$ cat src/rtl/cpu_bus_arbiter.sv
// cpu_bus_arbiter: two-port arbiter sharing one CPU-side bus between
// instruction fetch (port 0) and the memory stage (port 1).
// The grant is registered, and completed transactions return to IDLE for a
// cycle, so back-to-back transactions are never merged on the bus.
// ROUND_ROBIN = 0 means port 1 wins a tie. ROUND_ROBIN = 1 means the port not
// granted last wins a tie.
// Optional watchdog: define CPU_BUS_ARB_TIMEOUT_EN to add a TIMEOUT-cycle
// grant watchdog and the sticky o_timeout output.
// Handshake (all ports): the requester holds request/rw/address/wdata stable
// until the cycle where ready=1. On the following cycle it may drop request
// or present a new transaction.
module cpu_bus_arbiter #(
    parameter bit ROUND_ROBIN = 1'b0,
    parameter int TIMEOUT     = 1024
) (
    input  logic        i_clock,
    input  logic        i_reset,
    input  logic        i_p0_request,
    input  logic        i_p0_rw,
    input  logic [31:0] i_p0_address,
    input  logic [31:0] i_p0_wdata,
    output logic        o_p0_ready,
    output logic [31:0] o_p0_rdata,
    input  logic        i_p1_request,
    input  logic        i_p1_rw,
    input  logic [31:0] i_p1_address,
    input  logic [31:0] i_p1_wdata,
    output logic        o_p1_ready,
    output logic [31:0] o_p1_rdata,
    output logic        o_bus_request,
    output logic        o_bus_rw,
    output logic [31:0] o_bus_address,
    output logic [31:0] o_bus_wdata,
    input  logic        i_bus_ready,
    input  logic [31:0] i_bus_rdata,
`ifdef CPU_BUS_ARB_TIMEOUT_EN
    output logic        o_timeout,
`endif
    output logic [1:0]  o_grant
);

    // State encoding doubles as the one-hot grant vector.
    typedef enum logic [1:0] {
        IDLE   = 2'b00,
        GRANT0 = 2'b01,
        GRANT1 = 2'b10
    } state_t;

    state_t state_q, state_d;
    logic   last_q, last_d;   // 0 = port 0 granted last, 1 = port 1
    logic   expire;           // watchdog fires this cycle

`ifdef CPU_BUS_ARB_TIMEOUT_EN
    logic [31:0] count_q, count_d;
    logic        timeout_q, timeout_d;

    // Watchdog count: cleared while idle, advances each grant cycle without ready.
    always_comb begin
        count_d   = count_q;
        timeout_d = timeout_q;
        expire    = 1'b0;
        if (state_q == IDLE) begin
            count_d = 32'd0;
        end else if (!i_bus_ready) begin
            count_d = count_q + 32'd1;
            if (count_q == 32'(TIMEOUT - 1)) begin
                expire    = 1'b1;
                timeout_d = 1'b1;
            end
        end
    end

    // Watchdog registers.
    always_ff @(posedge i_clock) begin
        if (i_reset) begin
            count_q   <= 32'd0;
            timeout_q <= 1'b0;
        end else begin
            count_q   <= count_d;
            timeout_q <= timeout_d;
        end
    end

    assign o_timeout = timeout_q;
`else
    assign expire = 1'b0;
`endif

    // State and last-granted registers.
    always_ff @(posedge i_clock) begin
        if (i_reset) begin
            state_q <= IDLE;
            last_q  <= 1'b0;
        end else begin
            state_q <= state_d;
            last_q  <= last_d;
        end
    end

    // Next-state: arbitrate in IDLE, hold the grant until completion or watchdog.
    always_comb begin
        state_d = state_q;
        last_d  = last_q;
        case (state_q)
            IDLE: begin
                if (i_p0_request && i_p1_request) begin
                    if (ROUND_ROBIN) begin
                        state_d = last_q ? GRANT0 : GRANT1;
                    end else begin
                        state_d = GRANT1;
                    end
                end else if (i_p1_request) begin
                    state_d = GRANT1;
                end else if (i_p0_request) begin
                    state_d = GRANT0;
                end
            end
            GRANT0: begin
                if (i_bus_ready || expire) begin
                    state_d = IDLE;
                    last_d  = 1'b0;
                end
            end
            GRANT1: begin
                if (i_bus_ready || expire) begin
                    state_d = IDLE;
                    last_d  = 1'b1;
                end
            end
            default: state_d = IDLE;
        endcase
    end

    // Bus and requester steering from the current owner.
    // A watchdog expiry completes the requester with a poison word and drops
    // the bus request. A real bus ready in the same cycle wins over the expiry.
    always_comb begin
        o_bus_request = 1'b0;
        o_bus_rw      = 1'b0;
        o_bus_address = 32'd0;
        o_bus_wdata   = 32'd0;
        o_p0_ready    = 1'b0;
        o_p0_rdata    = 32'd0;
        o_p1_ready    = 1'b0;
        o_p1_rdata    = 32'd0;
        case (state_q)
            GRANT0: begin
                o_bus_request = i_p0_request && !expire;
                o_bus_rw      = i_p0_rw;
                o_bus_address = i_p0_address;
                o_bus_wdata   = i_p0_wdata;
                o_p0_ready    = i_bus_ready || expire;
                o_p0_rdata    = expire ? 32'hDEADBEEF : i_bus_rdata;
            end
            GRANT1: begin
                o_bus_request = i_p1_request && !expire;
                o_bus_rw      = i_p1_rw;
                o_bus_address = i_p1_address;
                o_bus_wdata   = i_p1_wdata;
                o_p1_ready    = i_bus_ready || expire;
                o_p1_rdata    = expire ? 32'hDEADBEEF : i_bus_rdata;
            end
            default: ;
        endcase
    end

    assign o_grant = state_q;

endmodule

$ cat config.mk
export PLATFORM = sky130hd
export DESIGN_NAME = cpu_bus_arbiter
export DESIGN_NICKNAME = d
export VERILOG_FILES = /design/src/rtl/cpu_bus_arbiter.sv
export SDC_FILE = /design/constraint.sdc
export NUM_CORES = 1
export LEC_CHECK = 0
export ABC_AREA = 0
export BUFFER_PORTS_ARGS = -buffer_cell sky130_fd_sc_hd__buf_4
export CAP_MARGIN = 20
export CELL_PAD_IN_SITES_DETAIL_PLACEMENT = 1
export CELL_PAD_IN_SITES_GLOBAL_PLACEMENT = 1
export CORE_MARGIN = 3
export CORE_UTILIZATION = 14
export DETAILED_ROUTE_END_ITERATION = 7
export PLACE_DENSITY_LB_ADDON = 0.1
export RECOVER_POWER = 50
export SETUP_SLACK_MARGIN = 0.2
export SLEW_MARGIN = 25
export SYNTH_ARGS = -nofsm -noshare
export SYNTH_HDL_FRONTEND = slang
export SYNTH_SLANG_ARGS = --single-unit
$ cat constraint.sdc
create_clock -name i_clock -period 1.2 [get_ports i_clock]
set_clock_uncertainty 0.05 [all_clocks]
set_input_delay 0.06 -clock i_clock [delete_from_list [all_inputs] [get_ports i_clock]]
set_output_delay 0.06 -clock i_clock [all_outputs]
set_load 0.02 [all_outputs]
==> flow_summary_export.csv, run 1 <==
group,metric,value,unit
synth,synth.area.top_cells,"a22oi_1, and2_1, nor2b_1",
global_route,met3_usage,5.535,%
worst_hold_path,worst_hold_path_type,"in2reg",
power_and_ir_drop,vdd_drop_max,0.0003472,V
global_route,grt_use_met2,30.11,%
clock_network,clk_latency,0.22,ns
global_route,grt_pass1_vias,3165,
floorplan,die_x,116.0,um
global_route,grt_max_degree,43,
synth,synth_area,1694,sq um
sta,max_slew_margin,85.66,%
global_route,gr-usage-met1,16.28,%
synth,synth_area_per_cell,7.001,sq um
layout,antenna_cells,0,
global_route,grt-busiest-layer,"met2",
worst_hold_path,min_to,"o_grant[1]",
global_route,gr-usage-all-layers,15.84,%
power_and_ir_drop,powerDensity,663.8,nW/um^2
sta,finalHoldViolCount,0,
sta,setup_viol,134,
synth,yosysTopAreaCell,"a22oi_1",
placed_design,place_inst,672,
synth,synth.distinct_cells,16,
placed_design,place_hpwl,10.18,mm
detailed_routing,via_per_inst,4.457,
sta,fin_crit,1.648,ns
placed_design,finalWeightedCongestion,0.7293,
detailed_routing,drt_iter0_drc,74,
layout,post-route-util,50.46,%
floorplan,fp.dieH,116.0,um
layout,area_growth,245.9,%
placed_design,place.port_buffers,300,
sta,timing.fmax,0.6068,GHz
critical_path,worstReg2RegStart,"o_grant[0]",
critical_path,r2r_slack,-0.06,ns
synth,synthCells,242,
clock_network,tritoncts,"done",
clock_network,cts_max_level,1,
critical_path,cp_max_fo,5,
layout,nNetsFinal,718,
clock_network,cts_inserted_buffers,3,
power_and_ir_drop,p_leak,2.565,nW
floorplan,die_area,13460,sq um
status,violations,"setup timing",
synth,ys_seq_area_share,2.363,%
detailed_routing,drc,0,
sta,drv_slew,0,
critical_path,critPathKind,"reg2out",
sta,timing.final.crit_share,137.3,%
layout,mostFrequentLayoutCells,"buf_4, buf_6, a22oi_2, nor2b_4, and2_4",
layout,drive_gt1_share,98.72,%
critical_path,reg2reg_depth,5,
critical_path,setup.worst_path.end_class,"output port",
status,outcome,"complete, but fails checks",
synth,yosysWarnings,0,
floorplan,io-pin-count,301,
worst_hold_path,min-delay-start,"i_p1_request",
critical_path,crit_arrival,1.54,ns
sta,worst_slack,-0.4480,ns
layout,fill_cells,1284,
detailed_routing,dr_total_vias,3071,
layout,final_common_cell,"buf_4",
layout,fin_cells,689,
synth,ys_ff_latch,2,
critical_path,timing.rr.end,"o_grant[1]",
detailed_routing,ant_nets,0,
floorplan,start_util,14.59,%
detailed_routing,dr.pass1.iters,4,
global_route,grt_remaining_overflow,0,
layout,largest_reg_flops,2,
clock_network,cts_buffer_depth,2,
detailed_routing,routedWlPerCell,18.48,um
clock_network,numClockSinks,2,
global_route,grt_pass1_wl,16.97,mm
clock_network,cts_root_buffer,"clkbuf_16",
global_route,antenna_found_initial,0,
run,cap_violations,0,
sta,tightest_slew,0.2151,ns
floorplan,row_count,39,
critical_path,startpoint_type,"register",
worst_hold_path,hold_path_depth,3,
synth,syn-num-nets,412,
critical_path,required,1.09,ns
sta,rsz0062_at_grt,"yes",
detailed_routing,wl,12.74,mm
clock_network,cts.clk_slew.worst_paths,0.03,ns
synth,synth_top_area_share,29.25,%
floorplan,core_area,11610,sq um
worst max-delay path by stage:
| stage | startpoint | end | slack [ns] |
|---|---|---|---|
| after floorplan | o_grant[1] | o_p0_rdata[21] | -0.08 |
| after global placement | o_grant[1] | o_bus_wdata[17] | -0.17 |
| after detailed placement | o_grant[1] | o_bus_wdata[22] | -0.19 |
| after CTS | o_grant[1] | o_bus_wdata[17] | -0.42 |
| after global routing | o_grant[1] | o_bus_wdata[13] | -0.48 |
| final | o_grant[1] | o_bus_wdata[27] | -0.45 |
where the power goes:
group	internal [W]	total [W]	switching, W
sequential	0.0000753	0.0000862	0.0000109
combinational	0.00190	0.00331	0.00142
clock	0.000423	0.000492	0.0000691
metal layers:
layer / part of all wire, % / wire length (um) / up-vias
met5: 0 / 0 / -
met4: 2.0 / 259 / 0
met3: 11 / 1400 / 14
met2: 55 / 7008 / 179
met1: 32 / 4067 / 1433
li1: - / - / 1445
synthesized netlist by cell type:
cell / instances
and2_1: 66
clkbuf_2: 4
a21o_1: 1
buf_2: 4
nand2b_1: 3
a21oi_1: 2
ha_1: 3
a22oi_1: 66
nor2b_1: 66
clkbuf_1: 2
buf_4: 6
inv_1: 2
nand3_1: 1
a211oi_1: 1
dfxtp_1: 2
buf_6: 13
worst max-delay path: stages (launching register included):
cell and delay [ns]:
dfxtp_4 0.35, inv_4 0.05, ha_4 0.16, buf_4 0.16, clkbuf_16 0.16, a22oi_2 0.22
nor2b_4 0.05, buf_4 0.16
cells by family after synthesis:
| logic type | count (synthesis) | synth area share [%] |
|---|---|---|
| AO/OA/AOI/OAI | 70 | 30.72 |
| AND/OR/NAND/NOR | 136 | 50.15 |
| adder cells (fa/ha/maj) | 3 | 2.216 |
| buffers and inverters | 31 | 14.55 |
| flip-flops | 2 | 2.363 |
metrics by stage:
| stage | setup TNS, ns | hold slack [ns] | instance area, sq um | setup WS (ns) | power [W] |
|---|---|---|---|---|---|
| after global placement | -13.60 | 0.1780 | 5122 | -0.1733 | 0.003015 |
| after CTS | -45.72 | 0.08830 | 5381 | -0.4203 | 0.003668 |
| final | -47.41 | 0.09084 | 5861 | -0.4480 | 0.003890 |
| after detailed placement | -15.43 | 0.1815 | 5122 | -0.1860 | 0.003046 |
| after floorplan | -5.468 | 0.06936 | 2810 | -0.07736 | 0.002023 |
| after global routing | -54.24 | 0.1061 | 5861 | -0.4833 | 0.004116 |
final cells by class:
| class | instances | area (sq um) | area share [%] |
|---|---|---|---|
| Sequential cell | 2 | 47.55 | 0.8113 |
| Multi-Input combinational cell | 209 | 2447 | 41.76 |
| Inverter | 2 | 12.51 | 0.2135 |
| Clock buffer | 3 | 75.07 | 1.281 |
| Tap cell | 143 | 178.9 | 3.053 |
| Timing Repair Buffer | 330 | 3099 | 52.88 |
repair_timing:
action                                 CTS  global route
buffers inserted                         0             5
endpoints found under the hold margin    2             0
cloned                                   0             8
setup endpoints to repair              134           134
gates resized for setup                 46            65
pin swaps                                9             6
hold buffers                             1             0
(Power assumes the default switching activity.)
==> run 2: changes to the inputs <==
--- a/config.mk
+++ b/config.mk
@@ -10,9 +10,10 @@
 export CAP_MARGIN = 20
 export CELL_PAD_IN_SITES_DETAIL_PLACEMENT = 1
 export CELL_PAD_IN_SITES_GLOBAL_PLACEMENT = 1
-export CORE_MARGIN = 3
-export CORE_UTILIZATION = 14
+export CORE_AREA = 2 2 117 119
+export CTS_CLUSTER_DIAMETER = 50
 export DETAILED_ROUTE_END_ITERATION = 7
+export DIE_AREA = 0 0 119 121
 export PLACE_DENSITY_LB_ADDON = 0.1
 export RECOVER_POWER = 50
 export SETUP_SLACK_MARGIN = 0.2
==> run 2 against run 1 <==
Effect of this change:
- the flow still finishes with violations (setup timing)
- clock-buffer cell count unchanged
- cell count increased by 3.9%
- combinational power decreased by 1%
- die area increased by 7.0%
- sequential power increased by 2%
- maximum frequency increased by 1.9%
- global-route usage decreased by 0.98 points
- design area increased by 0.45%
- utilization decreased by 5.5 points
- setup slack improved by 0.030 ns
- critical path type unchanged
==> flow_summary_export.csv, run 2 (synthesis gave the netlist of run 1 again) <==
group,metric,value,unit
status,outcome,"complete, but fails checks",
status,violations,"setup timing",
global_route,antenna_found_initial,0,
layout,area_growth,247.5,%
global_route,grt_pass1_vias,3029,
power_and_ir_drop,powerDensity,656.7,nW/um^2
layout,largest_reg_flops,2,
layout,drive_gt1_share,98.52,%
detailed_routing,drt_iter0_drc,94,
sta,drv_slew,0,
global_route,grt_pass1_wl,17.03,mm
placed_design,place_inst,705,
sta,timing.fmax,0.6182,GHz
global_route,grt_remaining_overflow,0,
detailed_routing,via_per_inst,4.159,
layout,final_common_cell,"buf_4",
layout,nNetsFinal,712,
critical_path,startpoint_type,"register",
floorplan,start_util,12.95,%
critical_path,crit_arrival,1.51,ns
floorplan,die_area,14400,sq um
layout,antenna_cells,0,
critical_path,r2r_slack,-0.06,ns
layout,fill_cells,1427,
sta,rsz0062_at_grt,"yes",
floorplan,fp.dieH,121,um
clock_network,cts_max_level,1,
detailed_routing,ant_nets,0,
detailed_routing,drc,0,
layout,mostFrequentLayoutCells,"buf_4, buf_6, a22oi_2, nor2b_4, and2_4",
sta,setup_viol,134,
clock_network,clk_latency,0.22,ns
power_and_ir_drop,power.share.switching,38.94,%
critical_path,required,1.09,ns
power_and_ir_drop,p_int,0.002360,W
critical_path,critPathKind,"reg2out",
critical_path,reg2reg_depth,5,
placed_design,finalWeightedCongestion,0.7122,
run,cap_violations,0,
worst_hold_path,hold_path_depth,3,
detailed_routing,dr.pass1.iters,3,
power_and_ir_drop,vdd_drop_max,0.0003566,V
detailed_routing,routedWlPerCell,17.03,um
layout,fin_cells,716,
sta,max_slew_margin,79.68,%
power_and_ir_drop,p_sw,0.001505,W
placed_design,place.port_buffers,300,
sta,finalHoldViolCount,0,
floorplan,row_count,42,
power_and_ir_drop,combinationalPowerShare,84.5,%
placed_design,dpl_worst_slack,-0.1851,ns
global_route,gr-usage-all-layers,14.86,%
clock_network,numClockSinks,2,
floorplan,core_area,13090,sq um
critical_path,setup.worst_path.end_class,"output port",
clock_network,cts_root_buffer,"clkbuf_16",
power_and_ir_drop,clkPwrFrac,13.2,%
detailed_routing,dr_total_vias,2978,
sta,timing.final.crit_share,134.8,%
clock_network,cts_inserted_buffers,3,
power_and_ir_drop,seq_power_share,2.3,%
critical_path,cp_max_fo,8,
placed_design,place_hpwl,9.513,mm
floorplan,die_x,119,um
worst_hold_path,worst_hold_path_type,"in2reg",
detailed_routing,wl,12.20,mm
clock_network,cts.clk_slew.worst_paths,0.03,ns
sta,final.setup.tns,-45.78,ns
sta,fin_crit,1.618,ns
global_route,grt_max_degree,36,
floorplan,io-pin-count,301,
clock_network,cts_buffer_depth,2,
power_and_ir_drop,p_leak,2.528,nW
sta,tightest_slew,0.3061,ns
sta,worst_slack,-0.4175,ns
clock_network,tritoncts,"done",
## run 2: cell types whose count changed in the layout (fill, tap and decap cells not counted)
cell	previous run	this run
clkbuf_1	0	1
clkbuf_16	9	7
buf_4	214	188
buf_12	7	10
buf_16	2	0
buf_6	97	118
buf_8	3	2
## run 2: power groups by stage
stage	Combinational [W]	Sequential, W	Clock [W]
finish	0.00327	0.0000881	0.000510
global placement	0.00297	0.0000877	0
floorplan	0.00193	0.0000959	0
CTS	0.00316	0.0000885	0.000519
detailed placement	0.00300	0.0000892	0
global route	0.00346	0.0000894	0.000528
## run 2: metrics by stage
step	hold slack, ns	power [W]	util (%)	cell area (sq um)
4_1_cts	0.08317	0.003765	42.95	5620
3_5_place_dp	0.1737	0.003092	39.75	5201
3_3_place_gp	0.1763	0.003055	39.75	5201
5_1_grt	0.09024	0.004078	44.99	5887
2_1_floorplan	0.06936	0.002023	-	2810
6_report	0.07854	0.003866	44.99	5887
## run 2: area by class of cell
| cell class | count | area (sq um) | share of cell area (%) |
|---|---|---|---|
| repair buffers | 324 | 3084 | 52.39 |
| well taps | 176 | 220.2 | 3.741 |
| clock buffers | 3 | 75.07 | 1.275 |
| inverters | 2 | 12.51 | 0.2125 |
| flip-flops and latches | 2 | 47.55 | 0.8077 |
| multi-input cells | 209 | 2447 | 41.57 |
## run 2: repair_timing
action,CTS,global route
setup buffers,1,1
cloned,0,5
endpoints found under the setup margin,134,134
pin swaps,0,1
hold buffers,1,0
resized for setup,87,37
endpoints found under the hold margin,2,0
## run 2: routing by layer
metal	vias up	part of all wire (%)	routed length (um)	track usage [%]
met5	-	0	0	0
met4	0	0.56	68	2.455
met3	4	8.2	996	4.323
met2	152	57	6938	29.74
met1	1388	34	4194	15.35
li1	1434	-	-	-
## run 2: path summary, 6_finish.rpt
kind / startpoint / end
worst max-delay path: o_grant[0] / o_bus_request
worst min-delay path: i_p1_request / o_grant[0]
worst max register to register: o_grant[0] / o_grant[1]
worst min register to register: o_grant[1] / o_grant[1]
## run 2: critical path: stages, from the launching register on
cell	delay, ns
dfxtp_4	0.37
inv_4	0.05
ha_4	0.22
buf_12	0.15
clkbuf_16	0.15
a22oi_2	0.16
nor2b_4	0.06
buf_6	0.13
==> run 3: changes to the inputs <==
--- a/config.mk
+++ b/config.mk
@@ -10,10 +10,10 @@
 export CAP_MARGIN = 20
 export CELL_PAD_IN_SITES_DETAIL_PLACEMENT = 1
 export CELL_PAD_IN_SITES_GLOBAL_PLACEMENT = 1
-export CORE_AREA = 2 2 117 119
+export CORE_AREA = 2 2 116 118
 export CTS_CLUSTER_DIAMETER = 50
 export DETAILED_ROUTE_END_ITERATION = 7
-export DIE_AREA = 0 0 119 121
+export DIE_AREA = 0 0 118 120
 export PLACE_DENSITY_LB_ADDON = 0.1
 export RECOVER_POWER = 50
 export SETUP_SLACK_MARGIN = 0.2
==> constraint.sdc (replaced) <==
create_clock -name i_clock -period 1.57 [get_ports i_clock]
set_clock_uncertainty 0.05 [all_clocks]
set_input_delay 0.0785 -clock i_clock [delete_from_list [all_inputs] [get_ports i_clock]]
set_output_delay 0.0785 -clock i_clock [all_outputs]
set_load 0.02 [all_outputs]
==> run 3 against run 2 <==
Effect of this change:
- the run still ends with setup timing left
- clock power fell by 23%
- clock-buffer cell count did not move
- design area rose by 4.8%
- combinational power fell by 16%
- hold slack improved by 0.021 ns
- sequential cell count did not move
- critical path type unchanged
- largest cell class unchanged
- non-clock buffer count rose by 16
- global-route usage rose by 1.8 points
- utilization rose by 2.6 points
- die area fell by 1.7%
==> flow_summary_export.csv, run 3 (synthesis gave the netlist of run 1 again) <==
group,metric,value,unit
status,violations,"setup timing",
power_and_ir_drop,power.share.switching,38.12,%
layout,mostFrequentLayoutCells,"buf_4, buf_6, and2_4",
layout,post-route-util,47.54,%
layout,multiInputGateArea,2286,sq um
detailed_routing,dr_total_vias,3142,
layout,fill_cells,1435,
global_route,grt_max_degree,31,
layout,antenna_cells,0,
critical_path,startpoint_type,"register",
sta,setup_viol,103,
global_route,gr-usage-all-layers,16.69,%
detailed_routing,ant_nets,0,
placed_design,place.port_buffers,300,
global_route,grt_pass1_wl,18.85,mm
detailed_routing,dr.pass1.iters,4,
sta,finalHoldViolCount,0,
placed_design,finalWeightedCongestion,0.7721,
floorplan,start_util,13.05,%
detailed_routing,wl,13.45,mm
clock_network,tritoncts,"done",
run,cap_violations,0,
clock_network,cts_root_buffer,"clkbuf_16",
global_route,grt_pass1_vias,3402,
critical_path,crit_buf_inv,5,
sta,timing.final.crit_share,105.5,%
detailed_routing,via_per_inst,4.292,
layout,final_common_cell,"buf_4",
clock_network,cts_buffer_depth,2,
sta,rsz0062_at_grt,"yes",
sta,timing.fmax,0.6039,GHz
floorplan,core_area,12980,sq um
global_route,grt_remaining_overflow,0,
critical_path,critPathKind,"reg2out",
detailed_routing,drt_iter0_drc,80,
placed_design,place_hpwl,8.870,mm
critical_path,setup.worst_path.end_class,"output port",
layout,nNetsFinal,728,
status,outcome,"complete, but fails checks",
critical_path,cp_top_family,"buffers and inverters",
sta,final.setup.tns,-5.442,ns
clock_network,cts_max_level,1,
floorplan,die_area,14160,sq um
critical_path,slowest_stage,"dfxtp_4",
power_and_ir_drop,seq_power_share,2.1,%
floorplan,row_count,42,
critical_path,crit_arrival,1.53,ns
power_and_ir_drop,combinationalPowerShare,85.6,%
power_and_ir_drop,clkPwrFrac,12.3,%
clock_network,clk_latency,0.23,ns
clock_network,cts.clk_slew.worst_paths,0.03,ns
critical_path,cp_max_fo,12,
floorplan,io-pin-count,301,
sta,drv_slew,0,
layout,drive_gt1_share,95.86,%
sta,fin_crit,1.656,ns
power_and_ir_drop,powerDensity,519.4,nW/um^2
critical_path,required,1.44,ns
detailed_routing,routedWlPerCell,18.37,um
power_and_ir_drop,vdd_drop_max,0.0002616,V
power_and_ir_drop,p_leak,2.657,nW
layout,regArea,47.55,sq um
placed_design,place_area,4436,sq um
critical_path,cp_slowest_stage_delay,0.37,ns
clock_network,cts_inserted_buffers,3,
detailed_routing,drc,0,
critical_path,critPathMostFrequentCell,"buf_12",
clock_network,numClockSinks,2,
critical_path,worstPathCellList,"inv_4 > ha_4 > buf_12 > buf_12 > buf_16 > and2_4 > buf_6",
floorplan,fp.dieH,120,um
layout,design_area,6171,sq um
sta,max_slew_margin,78.77,%
floorplan,die_x,118,um
sta,tightest_slew,0.3199,ns
layout,largest_reg_flops,2,
power_and_ir_drop,p_sw,0.001222,W
sta,worst_slack,-0.08586,ns
global_route,antenna_found_initial,0,
power_and_ir_drop,p_int,0.001983,W
layout,area_growth,264.3,%
worst_hold_path,worst_hold_path_type,"in2reg",
-- run 3: cell count changes in the layout (fill, tap and decap cells not counted), sizes merged --
cell,previous run,this run
clkbuf,8,11
buf,318,331
-- run 3: final cells by class --
cell class | count | area share [%]
tap | 176 | 3.569
timing repair buffer | 340 | 57.20
inverter | 2 | 0.2028
sequential | 2 | 0.7705
clock buffer | 3 | 1.217
multi-input combinational | 209 | 37.04
-- run 3: timing repair --
item,4_1_cts,5_1_grt
pin swaps,5,13
endpoints found under the hold margin,2,0
cloned,10,8
hold buffers,1,0
buffers inserted,8,4
resized for setup,234,41
setup endpoints to repair,134,133
-- run 3: final timing paths --
check | from | endpoint | slack, ns | depth (start not counted)
worst max-delay path | o_grant[1] | o_p0_rdata[18] | -0.09 | 7
worst min-delay path | i_p1_request | o_grant[1] | 0.1 | 3
worst max register to register | o_grant[1] | o_grant[1] | 0.16 | 5
worst min register to register | o_grant[0] | o_grant[0] | 0.66 | 3
-- run 3: metal layers --
layer | track usage (%) | vias up | share of wire, %
li1 | - | 1471 | -
met1 | 16.67 | 1479 | 34
met2 | 33.39 | 183 | 56
met3 | 5.989 | 9 | 9.1
met4 | 2.485 | 0 | 0.80
met5 | 0 | - | 0
-- run 3: worst min-delay path: cells and delay by family --
family / cells / cell delay [ns]
AO/OA/AOI/OAI: 1 / 0.06
buffers and inverters: 1 / 0.12
AND/OR/NAND/NOR: 1 / 0.07
-- run 3: per-stage QoR --
step,hold WS (ns),total power [W],cells,setup WS [ns]
floorplan,0.08786,0.001158,242,0.2020
global placement,0.1968,0.001906,698,0.1067
detailed placement,0.1970,0.001927,698,0.06022
CTS,0.09429,0.002940,720,-0.08237
global route,0.1275,0.003354,732,-0.1295
finish,0.09942,0.003205,732,-0.08586
-- run 3: power groups by stage --
stage	sequential [W]	combinational, W	clock (W)
after global routing	0.0000681	0.00288	0.000403
after CTS	0.0000676	0.00247	0.000400
after detailed placement	0.0000637	0.00186	0
final	0.0000678	0.00274	0.000395
after floorplan	0.0000690	0.00109	0
after global placement	0.0000626	0.00184	0
